## src/rtl/lane_phase_scheduler.sv

```systemverilog
// rtl/lane_phase_scheduler.sv - round-robin lane green/yellow/all-red sequencer with walk and emergency preemption
// Optional macro GREEN_EXTEND_EN: green extends past GREEN_MIN up to GREEN_MAX while only the granted lane requests.
module lane_phase_scheduler #(
    parameter int GREEN_MIN   = 10,
    parameter int GREEN_MAX   = 30,
    parameter int YELLOW_TIME = 3,
    parameter int ALLRED_TIME = 2,
    parameter int WALK_TIME   = 8
) (
    input  logic       clk,
    input  logic       rst,
    input  logic [7:0] lane_req,
    input  logic       ped_req,
    input  logic       emg_req,
    input  logic [2:0] emg_lane,
    output logic [7:0] green,
    output logic [7:0] yellow,
    output logic       walk,
    output logic [2:0] phase,
    output logic [6:0] time_left,
    output logic [2:0] grant_lane
);

    typedef enum logic [2:0] {
        ST_ALL_RED = 3'd0,
        ST_GREEN   = 3'd1,
        ST_YELLOW  = 3'd2,
        ST_WALK    = 3'd3,
        ST_EMG     = 3'd4
    } state_t;

`ifdef GREEN_EXTEND_EN
    localparam logic EXTEND = 1'b1;
`else
    localparam logic EXTEND = 1'b0;
`endif

    localparam logic [6:0] T_GREEN_MIN = 7'(GREEN_MIN);
    localparam logic [6:0] T_GREEN_MAX = 7'(GREEN_MAX);
    localparam logic [6:0] T_YELLOW    = 7'(YELLOW_TIME);
    localparam logic [6:0] T_ALLRED    = 7'(ALLRED_TIME);
    localparam logic [6:0] T_WALK      = 7'(WALK_TIME);

    state_t     state;
    logic [2:0] ptr;
    logic       ped_pending;
    logic [6:0] green_cnt;
    logic [2:0] rr_lane;
    logic [2:0] rr_idx;
    logic       rr_found;
    logic       extend_ok;

    assign phase = state;

    // Descending scan so the smallest offset from the pointer wins.
    always_comb begin
        rr_lane  = 3'd0;
        rr_idx   = 3'd0;
        rr_found = 1'b0;
        for (int i = 7; i >= 0; i--) begin
            rr_idx = ptr + 3'(i);
            if (lane_req[rr_idx]) begin
                rr_lane  = rr_idx;
                rr_found = 1'b1;
            end
        end
    end

    // green_cnt counts green cycles including the current one.
    always_comb begin
        extend_ok = EXTEND && (lane_req == (8'b1 << grant_lane)) && !ped_pending
                    && !emg_req && (green_cnt < T_GREEN_MAX);
    end

    always_ff @(posedge clk) begin
        if (rst) begin
            state       <= ST_ALL_RED;
            time_left   <= T_ALLRED;
            green       <= 8'h00;
            yellow      <= 8'h00;
            walk        <= 1'b0;
            grant_lane  <= 3'd0;
            ptr         <= 3'd0;
            ped_pending <= 1'b0;
            green_cnt   <= 7'd0;
        end else begin
            ped_pending <= ped_pending | ped_req;
            case (state)
                ST_ALL_RED: begin
                    if (time_left == 7'd1) begin
                        if (emg_req) begin
                            state      <= ST_EMG;
                            grant_lane <= emg_lane;
                            green      <= 8'b1 << emg_lane;
                            time_left  <= 7'd0;
                        end else if (ped_pending) begin
                            state       <= ST_WALK;
                            walk        <= 1'b1;
                            time_left   <= T_WALK;
                            ped_pending <= ped_req;
                        end else if (rr_found) begin
                            state      <= ST_GREEN;
                            grant_lane <= rr_lane;
                            green      <= 8'b1 << rr_lane;
                            time_left  <= T_GREEN_MIN;
                            green_cnt  <= 7'd1;
                            ptr        <= rr_lane + 3'd1;
                        end
                    end else begin
                        time_left <= time_left - 7'd1;
                    end
                end
                ST_GREEN: begin
                    if (emg_req && emg_lane == grant_lane) begin
                        state     <= ST_EMG;
                        time_left <= 7'd0;
                    end else if (emg_req || (time_left == 7'd1 && !extend_ok)) begin
                        state     <= ST_YELLOW;
                        green     <= 8'h00;
                        yellow    <= 8'b1 << grant_lane;
                        time_left <= T_YELLOW;
                    end else begin
                        if (time_left != 7'd1) time_left <= time_left - 7'd1;
                        green_cnt <= green_cnt + 7'd1;
                    end
                end
                ST_YELLOW: begin
                    if (time_left == 7'd1) begin
                        state     <= ST_ALL_RED;
                        yellow    <= 8'h00;
                        time_left <= T_ALLRED;
                    end else begin
                        time_left <= time_left - 7'd1;
                    end
                end
                ST_WALK: begin
                    if (time_left == 7'd1) begin
                        state     <= ST_ALL_RED;
                        walk      <= 1'b0;
                        time_left <= T_ALLRED;
                    end else begin
                        time_left <= time_left - 7'd1;
                    end
                end
                ST_EMG: begin
                    if (!emg_req) begin
                        state     <= ST_YELLOW;
                        green     <= 8'h00;
                        yellow    <= 8'b1 << grant_lane;
                        time_left <= T_YELLOW;
                    end
                end
                default: begin
                    state     <= ST_ALL_RED;
                    time_left <= T_ALLRED;
                    green     <= 8'h00;
                    yellow    <= 8'h00;
                    walk      <= 1'b0;
                end
            endcase
        end
    end

endmodule

```

## config.mk

```make
export PLATFORM = sky130hd
export DESIGN_NAME = lane_phase_scheduler
export DESIGN_NICKNAME = d
export VERILOG_FILES = /design/src/rtl/lane_phase_scheduler.sv
export SDC_FILE = /design/constraint.sdc
export NUM_CORES = 1
export LEC_CHECK = 0
export ABC_AREA = 1
export CORE_ASPECT_RATIO = 0.8
export CORE_MARGIN = 2
export CORE_UTILIZATION = 50
export DETAILED_ROUTE_END_ITERATION = 8
export HOLD_SLACK_MARGIN = 0.1
export PLACE_DENSITY_LB_ADDON = 0.25
export SLEW_MARGIN = 20
export SYNTH_ARGS = -nofsm -noshare
export SYNTH_HDL_FRONTEND = slang
export SYNTH_SLANG_ARGS = --single-unit
```

## constraint.sdc

```tcl
create_clock -name clk -period 2.6 [get_ports clk]
set_input_delay 0.26 -clock clk [delete_from_list [all_inputs] [get_ports clk]]
set_output_delay 0.26 -clock clk [all_outputs]
set_load 0.01 [all_outputs]
```

==> results by group <==
Final layout
  • Final #Nets: 462
  • Share of cells above drive strength 1: 0.1535
  • Register area: 680.7 µm²
  • Antenna cells: 0
  • P&R area growth vs syn: 25.75%
  • Multi-input gate area: 0.001559 mm²
  • Fill cells: 412

Clocking
  • CTS clock-pin slew for the worst setup and hold paths: 70 ps
  • Worst-skew pair later-pin latency: 290 ps
  • Clock buffer depth: 2
  • CTS Root Cell: clkbuf_8
  • Number of buffers created by CTS: 5
  • Setup repair bufs after CTS: 0
  • CTS sink count: 34
  • H-tree levels: 2
  • CTS Hold Buffers Added: 0
  • CTS tree: done

Drt
  • Iter 0 DRT Violations: 225
  • Met2 WL: 2823 µm
  • Drt pass-1 iters: 4
  • Metal1 wirelength: 3311 µm
  • Post-route ant nets: 0
  • Met3 routed WL: 594 µm
  • Total Wirelength: 6761 µm
  • Vias: 2740
  • DR WL/cell: 13.44 µm
  • Max Used Layer: met4
  • Via/cell ratio: 5.447
  • Post-route DRC: 0

GRT
  • Vias in the first global route: 2452
  • GRT Util Overall: 0.2517
  • First-pass GRT wire length: 11430 µm
  • Initial antenna violation count: 0
  • GRT Residual Overflow: 0
  • Largest net degree at the start of global routing: 22

Pwr
  • Worst VDD drop: 0.0005083 V
  • Clock network power share: 0.176
  • Power Dens Cells: 912.6 mW/mm²
  • Switching share of total power: 0.4568
  • Seq pwr share: 0.263
  • Gate power share: 0.561
  • Tot Pwr: 2.860 mW
  • Reported net switching power: 1.307 mW
  • Int Pwr: 1.554 mW
  • Leak pwr: 1.437 nW

Die
  • Die Area: 0.005569 mm²
  • Die H: 67.15 µm
  • # IOs: 45
  • Overall die width: 82.94 µm
  • Row count: 22
  • Starting Density: 0.5326
  • Core Box Area: 0.004679 mm²

Outcome
  • Status: completed

Timing
  • Max_slew headroom: 0.5925
  • Fmax: 418.7 MHz
  • Worst-margin pin slew: 608.9 ps
  • Setup TNS: 0 ps
  • Final hold vios: 0
  • Post-layout minimum cycle time: 2388 ps
  • Setup Skew: 7.499 ps
  • Final setup margin: 211.6 ps
  • Final Setup Violations: 0
  • Slew Limit Fails: 0
  • RSZ-0062 raised after global routing: yes
  • Worst hold slack: 475.1 ps
  • Final Cycle Share: 0.9186

Job
  • Max Cap Viol: 0

Yosys
  • Syn Area/Cell: 6.326 µm²
  • Seq/Total Area, Yosys: 0.2731
  • Post-Syn Area: 0.002492 mm²
  • Unique masters post-synth: 34
  • Flops & latches, synth: 34
  • Syn. warnings: 0
  • Synthesized netlist cell count: 394
  • Syn Nets: 413

Worst setup path
  • Critical path data arrival time: 2600 ps
  • Crit-path max FO: 12
  • CP Data Required Time: 2820 ps
  • CP startpoint kind: register
  • Critical path endpoint category: register
  • Crit path kind: reg2reg

Placed design
  • Dpl ws: 193.0 ps
  • Port bufs: 44
  • Post-detail-place hpwl: 5122 µm
  • Routability cong.: 0.9523

Min path
  • Hold Crit Class: reg2reg
-- flip-flops by register name, indices dropped and copies added (netlist names) --
register,flops
green,8
ped_pending,1
grant_lane,3
time_left,7
walk,1
ptr,3
yellow,8
phase,3
-- cells in the final DEF, fill, tap and decap left out, types with 4 or more instances in the layout --
cell / instances
buf_4: 5
nor3_1: 6
clkdlybuf4s50_1: 44
clkbuf_8: 6
nand2_1: 86
a21oi_1: 34
dfxtp_1: 34
nand2_2: 21
nand3_2: 11
nand3_1: 43
o21ai_0: 21
nand4_1: 10
nor2_4: 4
inv_1: 47
inv_2: 8
nor2_1: 29
-- cell usage after synthesis --
| cell | n | area, µm² |
|---|---|---|
| nand2_1 | 87 | 326.6 |
| inv_1 | 47 | 176.4 |
| nand3_1 | 43 | 215.2 |
| a21oi_1 | 34 | 170.2 |
| dfxtp_1 | 34 | 680.7 |
| nor2_1 | 29 | 108.9 |
| o21ai_0 | 21 | 105.1 |
| nand2_2 | 20 | 125.1 |
| nand3_2 | 11 | 110.1 |
| nand4_1 | 10 | 62.56 |
| inv_2 | 8 | 30.03 |
| nor3_1 | 6 | 30.03 |
| ha_1 | 4 | 50.05 |
| nor2_2 | 4 | 25.02 |
| a211oi_1 | 3 | 22.52 |
| clkbuf_1 | 3 | 11.26 |
| nand2_4 | 3 | 33.78 |
| nor2_4 | 3 | 33.78 |
| a41oi_1 | 2 | 17.52 |
| buf_2 | 2 | 10.01 |
| buf_6 | 2 | 22.52 |
| clkinv_1 | 2 | 7.510 |
| o211ai_1 | 2 | 15.01 |
| or2_1 | 2 | 12.51 |
| or2_2 | 2 | 12.51 |
| xor2_1 | 2 | 17.52 |
| a21oi_2 | 1 | 8.760 |
| a311oi_1 | 1 | 8.760 |
| inv_4 | 1 | 6.260 |
| inv_6 | 1 | 8.760 |
| nor4_1 | 1 | 6.260 |
| o21ai_1 | 1 | 5.000 |
| o21bai_1 | 1 | 7.510 |
| xnor2_1 | 1 | 8.760 |
-- worst paths after layout --
| kind | slack, ps | startpoint | depth (start not counted) | to |
|---|---|---|---|---|
| max | 210 | ptr[0] | 16 | green[5] |
| min | 480 | green[1] | 2 | green[1] |
| max reg2reg | 210 | ptr[0] | 16 | green[5] |
| min reg2reg | 480 | green[1] | 2 | green[1] |
-- repair_timing --
action / 4_1_cts / 5_1_grt
hold endpoints to repair: 0 / 0
resized for setup: 0 / 4
setup endpoints to repair: 0 / 14
-- power groups by stage --
stage | clock network, mW | logic [mW] | registers, mW
floorplan | 0 | 1.04 | 0.790
global placement | 0 | 1.53 | 0.759
detailed placement | 0 | 1.55 | 0.759
CTS | 0.507 | 1.57 | 0.748
global route | 0.531 | 1.79 | 0.769
finish | 0.503 | 1.61 | 0.751
-- cell families after synthesis --
kind of cell             count (synthesis)  synth area share
AO/OA/AOI/OAI                           66            0.1446
XOR/XNOR                                 3           0.01054
adder cells (fa/ha/maj)                  4           0.02008
buffers and inverters                   66            0.1094
flip-flops                              34            0.2731
AND/OR/NAND/NOR                        221            0.4423
-- metrics by stage --
step	cell area (µm²)	std cells	utilization
after floorplan	2492	394	-
after global placement	3002	496	0.6414
after detailed placement	3002	496	0.6414
after CTS	3114	503	0.6655
after global routing	3134	503	0.6698
final	3134	503	0.6698
-- layout make-up --
| cell class | count | share of cell area |
|---|---|---|
| clock buffer | 6 | 0.02635 |
| timing repair buffer | 49 | 0.1525 |
| clock inverter | 1 | 0.009581 |
| multi-input combinational | 294 | 0.4974 |
| inverter | 59 | 0.07305 |
| tap | 60 | 0.02395 |
| sequential | 34 | 0.2172 |
-- critical path, cell delays in order, from the launching register on --
cell and delay [ps]:
dfxtp_1 350, buf_4 220, ha_1 210, inv_1 50, nand2_1 60, nand2_2 90
inv_2 80, nand3_1 80, nand2_1 140, inv_2 70, nand3_2 90, nor2_4 50
nand2_1 50, nand3_1 200, a21oi_2 290, nand4_1 140, a21oi_1 160
-- routing by layer --
layer,up-vias,global-route usage
met5,-,0
met4,0,0.04303
met3,4,0.05990
met2,115,0.3740
met1,1236,0.3749
li1,1385,-
No activity file was read; power rests on OpenSTA's default activity.
